--- config.mk ---
export PLATFORM = sky130hd
export DESIGN_NAME = axi_write_master
export DESIGN_NICKNAME = d
export VERILOG_FILES = /design/src/rtl/axi_wr_pkg.sv /design/src/rtl/axi_wr_cmd_fifo.sv /design/src/rtl/axi_write_master.sv
export SDC_FILE = /design/constraint.sdc
export NUM_CORES = 1
export LEC_CHECK = 0
export BUFFER_PORTS_ARGS = -buffer_cell sky130_fd_sc_hd__buf_2
export CAP_MARGIN = 0
export CORE_AREA = 3 3 386 388
export CTS_BUF_LIST = sky130_fd_sc_hd__clkbuf_4 sky130_fd_sc_hd__clkbuf_8
export DETAILED_ROUTE_END_ITERATION = 10
export DIE_AREA = 0 0 389 391
export PLACE_DENSITY = 0.47
export SYNTH_ARGS = -nofsm -noshare
export SYNTH_HDL_FRONTEND = slang
export SYNTH_SLANG_ARGS = --single-unit
--- constraint.sdc ---
create_clock -name i_clk -period 5.6 [get_ports i_clk]
set_input_delay 1.12 -clock i_clk [delete_from_list [all_inputs] [get_ports i_clk]]
set_output_delay 1.12 -clock i_clk [all_outputs]
set_load 0.02 [all_outputs]
--- src/rtl/axi_wr_pkg.sv ---
// Shared definitions for the AXI4 write master and the MCTP generator/checker.
package axi_wr_pkg;

   // AXI burst types
   localparam logic [1:0] BURST_FIXED = 2'b00;
   localparam logic [1:0] BURST_INCR  = 2'b01;
   localparam logic [1:0] BURST_WRAP  = 2'b10;

   // AXI response codes
   localparam logic [1:0] RESP_OKAY   = 2'b00;
   localparam logic [1:0] RESP_EXOKAY = 2'b01;
   localparam logic [1:0] RESP_SLVERR = 2'b10;
   localparam logic [1:0] RESP_DECERR = 2'b11;

   // MCTP transport header: packet position flags and sequence number
   localparam int unsigned MCTP_SOM_BIT    = 7;
   localparam int unsigned MCTP_EOM_BIT    = 6;
   localparam int unsigned MCTP_SEQ_LSB    = 4;
   localparam int unsigned MCTP_SEQ_W      = 2;
   localparam logic [1:0]  MCTP_POS_MIDDLE = 2'b00;
   localparam logic [1:0]  MCTP_POS_LAST   = 2'b01;
   localparam logic [1:0]  MCTP_POS_FIRST  = 2'b10;
   localparam logic [1:0]  MCTP_POS_ONLY   = 2'b11;

   // W channel sequencer states
   typedef enum logic {
      W_IDLE = 1'b0,
      W_DATA = 1'b1
   } w_state_e;

   // MCTP packet sequence numbers wrap modulo 4
   function automatic logic [MCTP_SEQ_W-1:0] mctp_seq_next(input logic [MCTP_SEQ_W-1:0] seq);
      return seq + MCTP_SEQ_W'(1);
   endfunction

endpackage

--- src/rtl/axi_wr_cmd_fifo.sv ---
// Command-order FIFO linking accepted AW commands to their W bursts.
module axi_wr_cmd_fifo
   import axi_wr_pkg::*;
#(
   parameter int unsigned WIDTH = 137,
   parameter int unsigned DEPTH = 4
) (
   input  logic             clk_i,
   input  logic             rst_i,
   input  logic             push_i,
   input  logic [WIDTH-1:0] data_i,
   input  logic             pop_i,
   output logic [WIDTH-1:0] data_o,
   output logic             full_o,
   output logic             empty_o
);

   localparam int unsigned PTR_W = $clog2(DEPTH);

   logic [WIDTH-1:0] mem_q [DEPTH];
   logic [PTR_W:0]   wr_ptr_q;
   logic [PTR_W:0]   rd_ptr_q;
   logic             do_push;
   logic             do_pop;

   // Extra pointer MSB distinguishes full from empty
   assign full_o  = (wr_ptr_q[PTR_W] != rd_ptr_q[PTR_W]) &&
                    (wr_ptr_q[PTR_W-1:0] == rd_ptr_q[PTR_W-1:0]);
   assign empty_o = (wr_ptr_q == rd_ptr_q);
   assign do_push = push_i && !full_o;
   assign do_pop  = pop_i && !empty_o;
   assign data_o  = mem_q[rd_ptr_q[PTR_W-1:0]];

   // Pointer update; reset empties the FIFO
   always_ff @(posedge clk_i) begin
      if (rst_i) begin
         wr_ptr_q <= '0;
         rd_ptr_q <= '0;
      end else begin
         if (do_push) wr_ptr_q <= wr_ptr_q + (PTR_W+1)'(1);
         if (do_pop)  rd_ptr_q <= rd_ptr_q + (PTR_W+1)'(1);
      end
   end

   // Storage write
   always_ff @(posedge clk_i) begin
      if (do_push) mem_q[wr_ptr_q[PTR_W-1:0]] <= data_i;
   end

endmodule

--- src/rtl/axi_write_master.sv ---
// AXI4 write master: command port to AW, payload stream to W, B to completion/error reporting.
module axi_write_master
   import axi_wr_pkg::*;
#(
   parameter int unsigned DATA_W          = 256,
   parameter int unsigned ADDR_W          = 64,
   parameter int unsigned ID_W            = 7,
   parameter int unsigned HDR_W           = 128,
   parameter int unsigned MAX_OUTSTANDING = 4
) (
   input  logic                i_clk,
   input  logic                i_reset,
   input  logic                i_cmd_valid,
   output logic                o_cmd_ready,
   input  logic [ADDR_W-1:0]   i_cmd_addr,
   input  logic [7:0]          i_cmd_len,
   input  logic [2:0]          i_cmd_size,
   input  logic [1:0]          i_cmd_burst,
   input  logic [ID_W-1:0]     i_cmd_id,
   input  logic                i_cmd_hdr_en,
   input  logic [HDR_W-1:0]    i_cmd_hdr,
   input  logic                i_wd_valid,
   output logic                o_wd_ready,
   input  logic [DATA_W-1:0]   i_wd_data,
   input  logic [DATA_W/8-1:0] i_wd_strb,
   output logic [63:0]         O_AWUSER,
   output logic [ID_W-1:0]     O_AWID,
   output logic [ADDR_W-1:0]   O_AWADDR,
   output logic [7:0]          O_AWLEN,
   output logic [2:0]          O_AWSIZE,
   output logic [1:0]          O_AWBURST,
   output logic                O_AWLOCK,
   output logic [3:0]          O_AWCACHE,
   output logic [2:0]          O_AWPROT,
   output logic                O_AWVALID,
   input  logic                I_AWREADY,
   output logic [15:0]         O_WUSER,
   output logic [DATA_W-1:0]   O_WDATA,
   output logic [DATA_W/8-1:0] O_WSTRB,
   output logic                O_WLAST,
   output logic                O_WVALID,
   input  logic                I_WREADY,
   input  logic [ID_W-1:0]     I_BID,
   input  logic [1:0]          I_BRESP,
   input  logic                I_BVALID,
   output logic                O_BREADY,
   output logic                o_done,
   output logic [ID_W-1:0]     o_done_id,
   output logic [1:0]          o_done_resp,
   output logic                o_err,
   input  logic                i_err_clr,
   output logic                o_busy
);

   localparam int unsigned FIFO_W = 8 + 1 + HDR_W;
   localparam int unsigned OUT_W  = $clog2(MAX_OUTSTANDING) + 1;
   localparam logic [OUT_W-1:0] OUT_MAX = OUT_W'(MAX_OUTSTANDING);

   // AW channel registers
   logic              awvalid_q;
   logic [ID_W-1:0]   awid_q;
   logic [ADDR_W-1:0] awaddr_q;
   logic [7:0]        awlen_q;
   logic [2:0]        awsize_q;
   logic [1:0]        awburst_q;

   // W sequencer registers
   w_state_e          state_q;
   logic [7:0]        beat_cnt_q;
   logic              first_q;
   logic              hdr_en_q;
   logic [HDR_W-1:0]  hdr_q;

   // Completion/status registers
   logic [OUT_W-1:0]  outst_q;
   logic [OUT_W-1:0]  outst_d;
   logic              done_q;
   logic [ID_W-1:0]   done_id_q;
   logic [1:0]        done_resp_q;
   logic              err_q;

   logic              fifo_full;
   logic              fifo_empty;
   logic              fifo_pop;
   logic [FIFO_W-1:0] fifo_wdata;
   logic [FIFO_W-1:0] fifo_rdata;
   logic              cmd_fire;
   logic              b_fire;
   logic              b_dec;
   logic              err_set;
   logic              w_active;
   logic              w_fire;
   logic [DATA_W-1:0] w_data;

   assign o_cmd_ready = !i_reset && !awvalid_q && (outst_q < OUT_MAX) && !fifo_full;
   assign cmd_fire    = i_cmd_valid && o_cmd_ready;
   assign fifo_wdata  = {i_cmd_len, i_cmd_hdr_en, i_cmd_hdr};
   assign fifo_pop    = (state_q == W_IDLE) && !fifo_empty;

   axi_wr_cmd_fifo #(
      .WIDTH (FIFO_W),
      .DEPTH (MAX_OUTSTANDING)
   ) u_cmd_fifo (
      .clk_i   (i_clk),
      .rst_i   (i_reset),
      .push_i  (cmd_fire),
      .data_i  (fifo_wdata),
      .pop_i   (fifo_pop),
      .data_o  (fifo_rdata),
      .full_o  (fifo_full),
      .empty_o (fifo_empty)
   );

   // AW: capture command fields on accept, hold until the slave takes them
   always_ff @(posedge i_clk) begin
      if (i_reset) begin
         awvalid_q <= 1'b0;
         awid_q    <= '0;
         awaddr_q  <= '0;
         awlen_q   <= '0;
         awsize_q  <= '0;
         awburst_q <= '0;
      end else if (cmd_fire) begin
         awvalid_q <= 1'b1;
         awid_q    <= i_cmd_id;
         awaddr_q  <= i_cmd_addr;
         awlen_q   <= i_cmd_len;
         awsize_q  <= i_cmd_size;
         awburst_q <= i_cmd_burst;
      end else if (awvalid_q && I_AWREADY) begin
         awvalid_q <= 1'b0;
      end
   end

   assign O_AWVALID = awvalid_q;
   assign O_AWID    = awid_q;
   assign O_AWADDR  = awaddr_q;
   assign O_AWLEN   = awlen_q;
   assign O_AWSIZE  = awsize_q;
   assign O_AWBURST = awburst_q;
   assign O_AWUSER  = '0;
   assign O_AWLOCK  = 1'b0;
   assign O_AWCACHE = '0;
   assign O_AWPROT  = '0;
   assign O_WUSER   = '0;

   // W sequencer: take the next burst from the FIFO, count beats down to WLAST
   always_ff @(posedge i_clk) begin
      if (i_reset) begin
         state_q    <= W_IDLE;
         beat_cnt_q <= '0;
         first_q    <= 1'b0;
         hdr_en_q   <= 1'b0;
         hdr_q      <= '0;
      end else begin
         case (state_q)
            W_IDLE: begin
               if (!fifo_empty) begin
                  state_q    <= W_DATA;
                  beat_cnt_q <= fifo_rdata[FIFO_W-1 -: 8];
                  hdr_en_q   <= fifo_rdata[HDR_W];
                  hdr_q      <= fifo_rdata[HDR_W-1:0];
                  first_q    <= 1'b1;
               end
            end
            W_DATA: begin
               if (w_fire) begin
                  first_q    <= 1'b0;
                  beat_cnt_q <= beat_cnt_q - 8'd1;
                  if (beat_cnt_q == 8'd0) state_q <= W_IDLE;
               end
            end
            default: state_q <= W_IDLE;
         endcase
      end
   end

   // Beat 0 of a header-enabled burst carries the TLP header in its low bits
   always_comb begin
      w_data = i_wd_data;
      if (first_q && hdr_en_q) w_data[HDR_W-1:0] = hdr_q;
   end

   assign w_active   = (state_q == W_DATA);
   assign w_fire     = w_active && i_wd_valid && I_WREADY;
   assign O_WVALID   = w_active && i_wd_valid;
   assign o_wd_ready = w_active && I_WREADY;
   assign O_WDATA    = w_active ? w_data : '0;
   assign O_WSTRB    = w_active ? i_wd_strb : '0;
   assign O_WLAST    = w_active && (beat_cnt_q == 8'd0);

   assign O_BREADY = !i_reset;
   assign b_fire   = I_BVALID && O_BREADY;
   assign b_dec    = b_fire && (outst_q != '0);
   assign err_set  = b_fire && ((I_BRESP != RESP_OKAY) || (outst_q == '0));

   // Outstanding count: an unexpected B leaves it untouched
   always_comb begin
      outst_d = outst_q;
      if (cmd_fire && !b_dec)      outst_d = outst_q + OUT_W'(1);
      else if (!cmd_fire && b_dec) outst_d = outst_q - OUT_W'(1);
   end

   // Completion pulse, response capture, sticky error and outstanding count
   always_ff @(posedge i_clk) begin
      if (i_reset) begin
         outst_q     <= '0;
         done_q      <= 1'b0;
         done_id_q   <= '0;
         done_resp_q <= '0;
         err_q       <= 1'b0;
      end else begin
         outst_q <= outst_d;
         done_q  <= b_fire;
         if (b_fire) begin
            done_id_q   <= I_BID;
            done_resp_q <= I_BRESP;
         end
         if (err_set)        err_q <= 1'b1;
         else if (i_err_clr) err_q <= 1'b0;
      end
   end

   assign o_done      = done_q;
   assign o_done_id   = done_id_q;
   assign o_done_resp = done_resp_q;
   assign o_err       = err_q;
   assign o_busy      = awvalid_q || w_active || (outst_q != '0);

endmodule

======== After elaboration in Yosys (flattened, before gate mapping) ========
Memory sizes are Yosys's and may differ from the RTL's. A register that Yosys moved wholly into a read port is not among the register bits.
Cells that the tools add are included.
operators by class
  add/sub/neg operators ................... 5
  order comparisons ....................... 1
  equal/unequal tests ..................... 5
  muxes and demuxes ....................... 23
  bitwise operators ....................... 2
  reduce and logical (&&, ||, !) cells .... 37
operator list
  operator               number
  $mux W256              1
  $mux W128              1
  $mux W32               1
  $logic_and A1 B1 Y1    19
  $mux W8                2
  $pmux W8 S2            1
  $mux W1                11
  $add A3 B1 Y3 const B  3
  $logic_not A8 Y1       1
  $reduce_bool A2 Y1     4
  $sub A8 B1 Y8 const B  1
  $logic_not A1 Y1       6
  $mux W3                2
  $mux W2                2
  $pmux W1 S2            2
  $reduce_and A2 Y1      2
  $eq A3 B3 Y1           1
  $logic_not A3 Y1       1
  $logic_or A1 B1 Y1     3
  $lt A3 B3 Y1 const B   1
  $reduce_bool A3 Y1     1
  $sub A3 B1 Y3 const B  1
  $eq A2 B2 Y1           1
  $ne A2 B1 Y1 const B   1
  3 further kinds        4
storage, ports and cells
  register bits ........................... 244
  RAM bits ................................ 548
  bits of input ports ..................... 518
  output and inout bits ................... 478
  memories ................................ 1
memories
  name              depth  width  read ports  clocked after memory_dff  write ports  line                   RTL
  u_cmd_fifo.mem_q  4      137    1           1                         1            axi_wr_cmd_fifo.sv:20  logic [WIDTH-1:0] mem_q [DEPTH];

======== Logic depth before layout (Yosys ltp) ========
  depth after elaboration ................. 9
  gate-level depth with buffers ........... 10
  mapped depth without buffers ............ 8

======== By module ========
From an unflattened synthesis, not the netlist that was laid out.
unflattened totals
  cells, all modules ...................... 2542
  area, all modules ....................... 32276.0 um2
by module, submodules not included
  module            instances  cells an instance  area an instance (um2)  sequential area each (um2)
  axi_wr_cmd_fifo   1          783                20278.2                 16615.9
  axi_write_master  1          1759               11997.8                 4764.6

======== Worst setup path before layout ========
No wires, ideal clock.
  path type ............................... input to register
  from .................................... input i_reset
  to ...................................... memory u_cmd_fifo.mem_q[1][0], enable pin
  setup time .............................. 513 ps
  data arrival time ....................... 5277 ps
  setup slack ............................. -190 ps
  cell stages on the path ................. 5
  buffers on the path ..................... 2
  cell sequence ........................... or3_1 -> a311oi_1 -> buf_4 -> buf_6 -> and2_1
between the ends
  cells in the longest elaborated chain, start to end .. 8
ends and longest elaborated chain
  what                              line                    RTL
  start, declared                   axi_write_master.sv:12  input logic i_reset,
  $logic_not A1 Y1                  axi_write_master.sv:95  assign o_cmd_ready = !i_reset && !awvalid_q && (outst_q < OUT_MAX) && !fifo_full;
  $logic_and A1 B1 Y1 (3 in a row)  axi_write_master.sv:95
  $logic_and A1 B1 Y1               axi_write_master.sv:96  assign cmd_fire = i_cmd_valid && o_cmd_ready;
  named net cmd_fire                axi_write_master.sv:87  logic cmd_fire;
  $logic_and A1 B1 Y1               axi_wr_cmd_fifo.sv:30   assign do_push = push_i && !full_o;
  $mux W1                           axi_wr_cmd_fifo.sv:47   if (do_push) mem_q[wr_ptr_q[PTR_W-1:0]] <= data_i;
  $mux W1 (implied by the code)     axi_wr_cmd_fifo.sv:47
  end, declared                     axi_wr_cmd_fifo.sv:20
The timed path passes the listed nets, and every way through them passes these cells.

======== Worst setup path after layout ========
  from .................................... register hdr_en_q
  to ...................................... output O_WDATA[110]
between the ends
  cells in the longest elaborated chain, start to end .. 3
ends and longest elaborated chain
  what                    line                     RTL
  start, declared         axi_write_master.sv:71   logic hdr_en_q;
  start signal, assigned  axi_write_master.sv:161  hdr_en_q <= fifo_rdata[HDR_W];
  $logic_and A1 B1 Y1     axi_write_master.sv:181  if (first_q && hdr_en_q) w_data[HDR_W-1:0] = hdr_q;
  $mux W128               axi_write_master.sv:181
  $mux W256               axi_write_master.sv:188  assign O_WDATA = w_active ? w_data : '0;
  end, declared           axi_write_master.sv:38   output logic [DATA_W-1:0] O_WDATA,
Every way passes these cells.

==> flow_summary.yaml <==
pwr:
  switchingPower_mw: 6.61
  leakagePower_nw: 16.4
  vdd_drop_max_mv: 0.432
  p_seq_share_pct: 39.5
  swShare_pct: 35.2
  powerDensity_mw_per_mm2: 448
  totalPowerFinal_mw: 18.8
  p_clk_share_pct: 31.5
  intPower_mw: 12.2
  p_comb_share_pct: 29.0
route:
  drcViolationCount: 0
  antenna_left: 0
  wire_per_inst_um: 25.8
  vias: 23100
  drtIter0Drc: 1232
  viasPerCell: 4.23
  dr.pass1.iters: 5
  routed_wl_um: 141000
global_route:
  grt_pass1_wl_um: 187000
  grt_pass1_vias: 23000
  grt_max_degree: 154
  grt_usage_pct: 18.0
  antenna_found_initial: 130
  overflow: 0
flow_run:
  cap_violations: 0
setup_path:
  cp_data_required_time_ns: 4.48
  slowest_delay_ns: 0.74
  cp_top_family: "simple AND/OR/NAND/NOR gates"
  path_cells: "and2_4 > nand2_1 > a21oi_1 > buf_2"
  end_kind: "output pin"
  cp.arrival_ns: 3.13
  cp-start-kind: "register"
  cp_num_buf_inv: 1
  path_class: "register to output pin"
  critPathSlowestCell: "and2_4"
  crit_path_max_fanout: 59
placement:
  gp_congestion: 0.928
  io_buffers: 907
  dp_hpwl_um: 106000
  dpl-instance-area_mm2: 0.0385
  dp_cells: 5117
timing:
  fmax_ghz: 0.236
  clock_skew_ns: 0.0288
  tightestPinTransition_ns: 1.05
  slew_headroom_pct: 30.0
  hold_viol: 0
  tns_ns: 0
  drv_slew: 0
  setup_viol: 0
  finalCriticalPeriod_ns: 4.25
  rsz0062_at_grt: "no"
  fin_crit_sh_pct: 75.8
logic_synthesis:
  avgSynthCellArea_um2: 13.3
  synth_edf_count: 548
  netlist_area_mm2: 0.0322
  synth_top_area_share_pct: 51.2
  yosysWarnings: 0
  yosysSeqAreaShare_pct: 66.5
  ys_types: 41
  synth_ff_type: "edfxtp_1"
  ys_async_sr_fraction_pct: 0
  netlist_instances: 2422
  yosys.area.top_type: "edfxtp_1"
  synth.area.top_cells: "edfxtp_1, dfxtp_1, mux4_2, nand2_1, a21oi_1"
  synth_seq_cells: 794
cells_and_area:
  drive_gt1_share_pct: 39.0
  fin_cells: 5463
  finish.net_count: 3877
  utilization_pct: 28.7
  area_growth_syn_to_layout_pct: 30.3
  layout_commonest_cell: "buf_2"
  design_area_mm2: 0.0419
  most-common-layout-cells: "buf_2, edfxtp_1, nand2_1, a21oi_1, dfxtp_1"
clocking:
  cts_setup_buffers: 0
  cts_max_level: 4
  cts.sinks: 794
  cts_tree: "done"
  cts_hold_buffers: 0
  postCtsResizedCells: 0
  clk_latency_ns: 0.84
  clk_pin_slew_worst_paths_ns: 0.06
  cts_buffers: 148
  cts-root-buf: "clkbuf_8"
  ctsLongestPathBuffers: 3
floorplan:
  dieArea_mm2: 0.152
  chipWidth_um: 389
  ioPinCount: 996
  start_util_pct: 22.1
  coreArea_mm2: 0.146
  die_y_um: 391
  core.rowCount: 140
status:
  status: "finished, final reports clean"
worst_hold_path:
  hold_class: "register to register"
==> cell usage after synthesis, types with 8 or more instances <==
cell type,count
buf_2,32
inv_1,11
and2_1,168
mux2i_1,96
clkbuf_1,109
a21oi_1,269
edfxtp_1,548
buf_6,8
ha_1,8
mux4_2,137
dfxtp_1,246
nand2_1,525
nor2_1,106
buf_4,95
==> final timing paths <==
path | endpoint | slack, ns | from | cells after the start
worst max-delay path | O_WDATA[110] | 1.35 | hdr_en_q | 4
worst max register to register | O_AWADDR[0] | 2.33 | O_AWVALID | 6
worst min register to register | hdr_q[61] | 0.45 | hdr_q[61] | 2
worst min-delay path | hdr_q[61] | 0.45 | hdr_q[61] | 2
==> flip-flops by register name, indices dropped and copies added, names as in the netlist, 3 cells and up, named ones only <==
| signal | flops |
|---|---|
| u_cmd_fifo.rd_ptr_q | 3 |
| O_AWSIZE | 3 |
| O_AWID | 7 |
| O_AWADDR | 64 |
| beat_cnt_q | 8 |
| u_cmd_fifo.wr_ptr_q | 3 |
| hdr_q | 128 |
| O_AWLEN | 8 |
| outst_q | 3 |
| u_cmd_fifo.mem_q | 548 |
| o_done_id | 7 |
==> worst min-delay path: cells and delay by family (launching register included) <==
kind | cells | cell delay [ns]
AOI/OAI and AO/OA | 1 | 0.05
DFF | 1 | 0.30
and+or+nand+nor | 1 | 0.05
==> kinds of logic after synthesis <==
group           Yosys count  synth area share, %
compound gates          292                 4.72
xor+xnor                  9                0.245
fa+ha+maj                 9                0.374
buf+inv                 259                 4.44
flops                   794                 66.5
mux                     234                 12.6
other cells               1               0.0117
simple gates            824                 11.1
==> metrics by stage <==
stage,setup WS (ns),hold slack [ns]
floorplan,1.33,0.437
global placement,1.35,0.444
detailed placement,1.36,0.447
CTS,1.21,0.339
global route,1.16,0.374
finish,1.35,0.454
==> layout make-up <==
class,instances,area [um^2]
timing repair buffer,939,4960
antenna,70,175
inverter,11,46.3
sequential,794,21400
fill,15300,104000
multi-input combinational,1456,9730
tap,1917,2400
clock buffer,236,2840
clock inverter,40,340
==> power groups by stage <==
stage | Sequential, mW | Clock (mW) | Combinational [mW]
2_1_floorplan | 7.36 | 0 | 3.54
6_report | 7.42 | 5.91 | 5.45
4_1_cts | 7.43 | 6.16 | 5.59
3_3_place_gp | 7.54 | 0 | 5.56
3_5_place_dp | 7.55 | 0 | 5.58
5_1_grt | 7.50 | 6.42 | 5.91
==> layer usage <==
layer / track usage [%] / wire length (um)
met1: 18.4 / 49400
met2: 33.4 / 77000
met3: 4.52 / 8230
met4: 9.64 / 6270
met5: 0 / 172
(Power assumes the default switching activity.)
